$ cat config.mk
export PLATFORM = sky130hd
export DESIGN_NAME = demux1_8_rr_sched_flat
export DESIGN_NICKNAME = d
export VERILOG_FILES = /design/src/rtl/demux1_8_rr_sched_if.sv /design/src/rtl/demux1_8_rr_sched.sv /design/src/flat_wrapper.sv
export SDC_FILE = /design/constraint.sdc
export NUM_CORES = 1
export LEC_CHECK = 0
export BUFFER_PORTS_ARGS = -buffer_cell sky130_fd_sc_hd__buf_2
export CORE_MARGIN = 3
export CORE_UTILIZATION = 60
export CTS_CLUSTER_DIAMETER = 30
export DETAILED_ROUTE_END_ITERATION = 8
export GPL_TIMING_DRIVEN = 1
export PLACE_DENSITY = 0.88
export SLEW_MARGIN = 10
export SYNTH_ARGS = -nofsm -noshare
export SYNTH_HDL_FRONTEND = slang
export SYNTH_SLANG_ARGS = --single-unit
$ cat constraint.sdc
create_clock -name clk -period 8.4 [get_ports clk]
set_clock_uncertainty 0.15 [all_clocks]
set_input_delay 0.42 -clock clk [delete_from_list [all_inputs] [get_ports clk]]
set_output_delay 0.42 -clock clk [all_outputs]
set_load 0.01 [all_outputs]
$ cat src/rtl/demux1_8_rr_sched_if.sv
// Valid/ready bundle for the 1:8 round-robin demux scheduler.
// slave = scheduler side, master = producer/consumer side.
interface demux1_8_rr_sched_if #(
  parameter int DW = 8
);
  logic          in_valid;
  logic          in_ready;
  logic [DW-1:0] in_data;
  logic [7:0]    out_valid;
  logic [7:0]    out_ready;
  logic [DW-1:0] out_data;
  logic [2:0]    sel;
  logic          burst_end;

  modport master (
    output in_valid, in_data, out_ready,
    input  in_ready, out_valid, out_data,
    input  sel, burst_end
  );

  modport slave (
    input  in_valid, in_data, out_ready,
    output in_ready, out_valid, out_data,
    output sel, burst_end
  );
endinterface

$ cat src/rtl/demux1_8_rr_sched.sv
// Round-robin 1:8 demux scheduler with a one-word holding register.
// Each enabled channel takes BURST words before the grant rotates.
module demux1_8_rr_sched #(
  parameter int DW    = 8,
  parameter int BURST = 4
) (
  input  logic                 clk,
  input  logic                 rst_n,
  input  logic                 en,
  input  logic [7:0]           ch_mask,
  demux1_8_rr_sched_if.slave   bus
);

  typedef enum logic {
    HOLD_EMPTY,
    HOLD_FULL
  } state_t;

  state_t        state_q;
  state_t        state_d;
  logic [DW-1:0] data_q;
  logic [2:0]    sel_q;
  logic [2:0]    ptr_q;
  logic [2:0]    ptr_d;
  logic [3:0]    cnt_q;
  logic [3:0]    cnt_d;
  logic          be_q;
  logic          be_d;
  logic          live_q;

  logic [2:0]    tgt;
  logic [2:0]    nxt;
  logic [2:0]    idx;
  logic          hit;
  logic          hit2;
  logic [3:0]    eff;
  logic          last;
  logic          hold;
  logic          drain;
  logic          acc;

  assign hold  = state_q == HOLD_FULL;
  assign drain = hold && bus.out_ready[sel_q];
  // live_q keeps in_ready low until the first edge after reset release
  assign bus.in_ready = live_q && en && (|ch_mask)
                      && (!hold || drain);
  assign acc = bus.in_valid && bus.in_ready;

  always_comb begin
    tgt  = ptr_q;
    nxt  = '0;
    idx  = '0;
    hit  = 1'b0;
    hit2 = 1'b0;
    for (int i = 0; i < 8; i++) begin
      idx = ptr_q + 3'(i);
      if (!hit && ch_mask[idx]) begin
        tgt = idx;
        hit = 1'b1;
      end
    end
    nxt = tgt;
    for (int i = 1; i < 8; i++) begin
      idx = tgt + 3'(i);
      if (!hit2 && ch_mask[idx]) begin
        nxt  = idx;
        hit2 = 1'b1;
      end
    end
  end

  // a masked-off ptr restarts the burst on the new channel
  assign eff  = (tgt == ptr_q) ? cnt_q : 4'd0;
  assign last = eff == 4'(BURST - 1);

  always_comb begin
    state_d = state_q;
    ptr_d   = ptr_q;
    cnt_d   = cnt_q;
    be_d    = 1'b0;
    unique case (state_q)
      HOLD_EMPTY: if (acc) state_d = HOLD_FULL;
      HOLD_FULL:  if (drain && !acc) state_d = HOLD_EMPTY;
      default:    state_d = HOLD_EMPTY;
    endcase
    unique case (1'b1)
      acc && last: begin
        ptr_d = nxt;
        cnt_d = 4'd0;
        be_d  = 1'b1;
      end
      acc && !last: begin
        ptr_d = tgt;
        cnt_d = eff + 4'd1;
      end
      default: ;
    endcase
  end

  always_ff @(posedge clk or negedge rst_n) begin
    if (!rst_n) begin
      state_q <= HOLD_EMPTY;
      data_q  <= '0;
      sel_q   <= '0;
      ptr_q   <= '0;
      cnt_q   <= '0;
      be_q    <= 1'b0;
      live_q  <= 1'b0;
    end else begin
      state_q <= state_d;
      ptr_q   <= ptr_d;
      cnt_q   <= cnt_d;
      be_q    <= be_d;
      live_q  <= 1'b1;
      if (acc) begin
        data_q <= bus.in_data;
        sel_q  <= tgt;
      end
    end
  end

  assign bus.out_valid = hold ? (8'd1 << sel_q) : 8'd0;
  assign bus.out_data  = data_q;
  assign bus.sel       = sel_q;
  assign bus.burst_end = be_q;

endmodule

$ cat src/flat_wrapper.sv
// flat-port wrapper written by rule: the top's interface ports become plain ports
module demux1_8_rr_sched_flat 
#(
  parameter int DW    = 8,
  parameter int BURST = 4
)
  (clk, rst_n, en, ch_mask, bus_in_valid, bus_in_data, bus_out_ready, bus_in_ready, bus_out_valid, bus_out_data, bus_sel, bus_burst_end);
  demux1_8_rr_sched_if #(.DW(DW)) bus_i ();
  input  logic clk;
  input  logic rst_n;
  input  logic en;
  input  logic [7:0] ch_mask;
  input wire logic [$bits(bus_i.in_valid)-1:0] bus_in_valid;
  input wire logic [$bits(bus_i.in_data)-1:0] bus_in_data;
  input wire logic [$bits(bus_i.out_ready)-1:0] bus_out_ready;
  output wire logic [$bits(bus_i.in_ready)-1:0] bus_in_ready;
  output wire logic [$bits(bus_i.out_valid)-1:0] bus_out_valid;
  output wire logic [$bits(bus_i.out_data)-1:0] bus_out_data;
  output wire logic [$bits(bus_i.sel)-1:0] bus_sel;
  output wire logic [$bits(bus_i.burst_end)-1:0] bus_burst_end;
  assign bus_i.in_valid = bus_in_valid;
  assign bus_i.in_data = bus_in_data;
  assign bus_i.out_ready = bus_out_ready;
  assign bus_in_ready = bus_i.in_ready;
  assign bus_out_valid = bus_i.out_valid;
  assign bus_out_data = bus_i.out_data;
  assign bus_sel = bus_i.sel;
  assign bus_burst_end = bus_i.burst_end;
  demux1_8_rr_sched #(.DW(DW), .BURST(BURST)) u_core (.clk(clk), .rst_n(rst_n), .en(en), .ch_mask(ch_mask), .bus(bus_i));
endmodule
==> impl_metrics.env <==
export IMPL_outcome="complete, no violations"
export IMPL_worst_setup_path_type="reg -> reg"
export IMPL_rsz0062_at_grt="no"
export IMPL_clkTransAtPathRegs_ps=70
export IMPL_synth_area_leader_cell="dfrtp_1"
export IMPL_yosys_top_cells_area="dfrtp_1, mux4_2, nand2_1, mux2i_1, mux2_2"
export IMPL_portBuffers=48
export IMPL_routedWlPerCell_um=17.4
export IMPL_async_flop_share_pct=100
export IMPL_yosysMostFrequentCell="nand2_1"
export IMPL_whs_ps=194
export IMPL_area_delta_synth_final_pct=7.37
export IMPL_synth_area_um2=3020
export IMPL_crit_path_max_incr_delay_ps=900
export IMPL_crit_path_max_fanout=21
export IMPL_grt_pass1_vias=2776
export IMPL_period_minus_slack_ps=6960
export IMPL_fin_ws_ps=1440
export IMPL_cts_max_level=1
export IMPL_root_buffer="clkbuf_8"
export IMPL_synth_top_cell_area_share_pct=17.4
export IMPL_dieWidth_um=77.0
export IMPL_ys_seq_elements=21
export IMPL_hold_viol=0
export IMPL_worst_pin_slew_ps=841
export IMPL_endpoint_kind="flip-flop"
export IMPL_synthTopCellsByCount="nand2_1, nor2_1, dfrtp_1, mux2i_1, mux4_2"
export IMPL_yosysSeqAreaShare_pct=17.4
export IMPL_timing_slew_headroom_pct=43.9
export IMPL_cp_required_ps=8370
export IMPL_numCtsBuffers=3
export IMPL_start_kind="flip-flop"
export IMPL_min_period_over_period_pct=82.8
export IMPL_insertedDiodeCount=0
export IMPL_final_layout_size_suffix_gt1_share_pct=26.0
export IMPL_finalSetupViolations=0
export IMPL_final_max_slew_violation_count=0
export IMPL_via_per_inst=6.50
export IMPL_tritoncts="built"
export IMPL_grt_pass1_wl_mm=13.1
export IMPL_r2r_setup_slack_ps=1440
export IMPL_pin_count=49
export IMPL_die_h_um=77.0
export IMPL_hold_path_class="in -> reg"
export IMPL_syn_nets=388
export IMPL_cap_violations=0
export IMPL_setup_total_negative_slack_ps=0
export IMPL_r2r_cells=19
export IMPL_core_area_um2=4790
export IMPL_max_freq_mhz=144
export IMPL_rows=25
export IMPL_drt_total_wl_mm=7.81
export IMPL_vias=2911
export IMPL_synth_avg_cell_area_um2=8.51
export IMPL_grt_usage_pct=26.7
export IMPL_crit_slowest_cell="dfrtp_1"
export IMPL_ys_types=69
export IMPL_yosys_warnings=0
export IMPL_dr_pass1_iters=4
export IMPL_postRouteAntennaNets=0
export IMPL_clock_sinks=21
export IMPL_grt_overflow=0
export IMPL_cts_hold_buf=1
export IMPL_drt_iter0_markers=326
export IMPL_synth_main_ff_cell="dfrtp_1"
export IMPL_pre_cts_slack_ps=1530
export IMPL_start_util_pct=63.1
export IMPL_grt_max_degree=28
export IMPL_cp_data_arrival_time_ps=6930
export IMPL_final_nets=415
export IMPL_gp_congestion=1.01
export IMPL_drc=0
export IMPL_path_cells="inv_1 -> ha_1 -> mux4_2 -> mux2i_2 -> a22o_1 -> a221oi_1 -> a2111oi_0 -> a21o_1 -> xnor2_1 -> and3_1 -> and2_1 -> ha_1 -> nor2_1 -> a31o_2 -> or3_1 -> nor4_1 -> a311o_1 -> a311oi_2 -> xnor2_1"
export IMPL_hold_depth=3
export IMPL_hpwlAfterDp_mm=5.97
export IMPL_insertion_delay_ps=260
export IMPL_final_core_util_pct=67.8
export IMPL_antenna_found_initial=0
export IMPL_postCtsSetupBuffers=0
export IMPL_dieArea_um2=5920
export IMPL_cts_buffer_depth=2
export IMPL_syn_inst=355
export IMPL_synth_edf_count=0
export IMPL_cts_repair_resized=0
registers in the layout, indices dropped and copies added (netlist names):
register              count
u_core.bus.burst_end      1
u_core.bus.out_data       8
u_core.bus.sel            3
u_core.cnt_q              4
u_core.hold               1
u_core.live_q             1
u_core.ptr_q              3
kinds of logic after synthesis:
| kind of cell | Yosys count | synth area share, % |
|---|---|---|
| adder cells (fa/ha/maj) | 5 | 2.07 |
| multiplexers | 53 | 25.7 |
| AND/OR/NAND/NOR | 144 | 22.6 |
| flip-flops | 21 | 17.4 |
| XOR/XNOR | 10 | 4.14 |
| other | 1 | 0.124 |
| buffers and inverters | 41 | 6.96 |
| AO/OA/AOI/OAI | 80 | 21.0 |
worst paths after layout:
path | startpoint | endpoint
setup / recovery | u_core.ptr_q[0]$_DFFE_PN0P_ | u_core.ptr_q[0]$_DFFE_PN0P_
hold / removal | bus_in_data[3] | u_core.bus.out_data[3]$_DFFE_PN0P_
setup reg to reg | u_core.ptr_q[0]$_DFFE_PN0P_ | u_core.ptr_q[0]$_DFFE_PN0P_
hold reg to reg | u_core.bus.out_data[2]$_DFFE_PN0P_ | u_core.bus.out_data[2]$_DFFE_PN0P_
max in group asynchronous | rst_n | u_core.live_q$_DFF_PN0_
min in group asynchronous | rst_n | u_core.bus.out_data[4]$_DFFE_PN0P_
per-stage QoR:
step | area, um2 | cells
after CTS | 3240 | 448
after global placement | 3190 | 443
after detailed placement | 3190 | 443
after floorplan | 3020 | 355
final | 3240 | 448
after global routing | 3240 | 448
cell usage in the layout, fill, tap and decap left out, drive strengths merged, types with 2 or more instances in the layout:
cell,instances
a21o,3
a221oi,3
buf,48
a311o,2
a22oi,10
inv,14
o2bb2ai,2
nor2,33
o211a,3
mux2i,26
or3,3
o22ai,2
a211o,2
o2111ai,2
o21ai,10
ha,5
nand2,65
a21oi,8
clkbuf,3
and2,5
nand3,6
a31oi,2
o211ai,2
and3,4
nand4,3
xnor2,9
dfrtp,21
a211oi,13
nand2b,5
or2,2
nor4,5
mux2,11
o41ai,2
a22o,4
nor3,8
mux4,16
critical path: cells and delay by family (launching register included):
kind	cells	cell delay [ps]
xor gates and xnor gates	2	390
AOI/OAI and AO/OA	7	1850
buffers and inverters	1	500
muxes	2	990
and+or+nand+nor	5	1000
adders and majority gates	2	1010
DFF	1	900
cell type report:
class	count	area [um2]
multi-input combinational	293	2280
sequential	21	526
clock buffer	3	41.3
fill	379	1540
timing repair buffer	49	250
inverter	14	52.6
clock inverter	1	5.00
tap	67	83.8
per-layer routing:
metal / share of wire [%] / wire (um) / global-route usage [%]
met3: 3.9 / 307 / 2.00
met1: 42 / 3270 / 35.4
met2: 52 / 4070 / 46.0
met5: 0 / 0 / 0
met4: 2.0 / 156 / 9.06
Power is left out: the tool's default activity adds up to more than one toggle a clock period on the data nets, which glitch-free logic cannot reach.
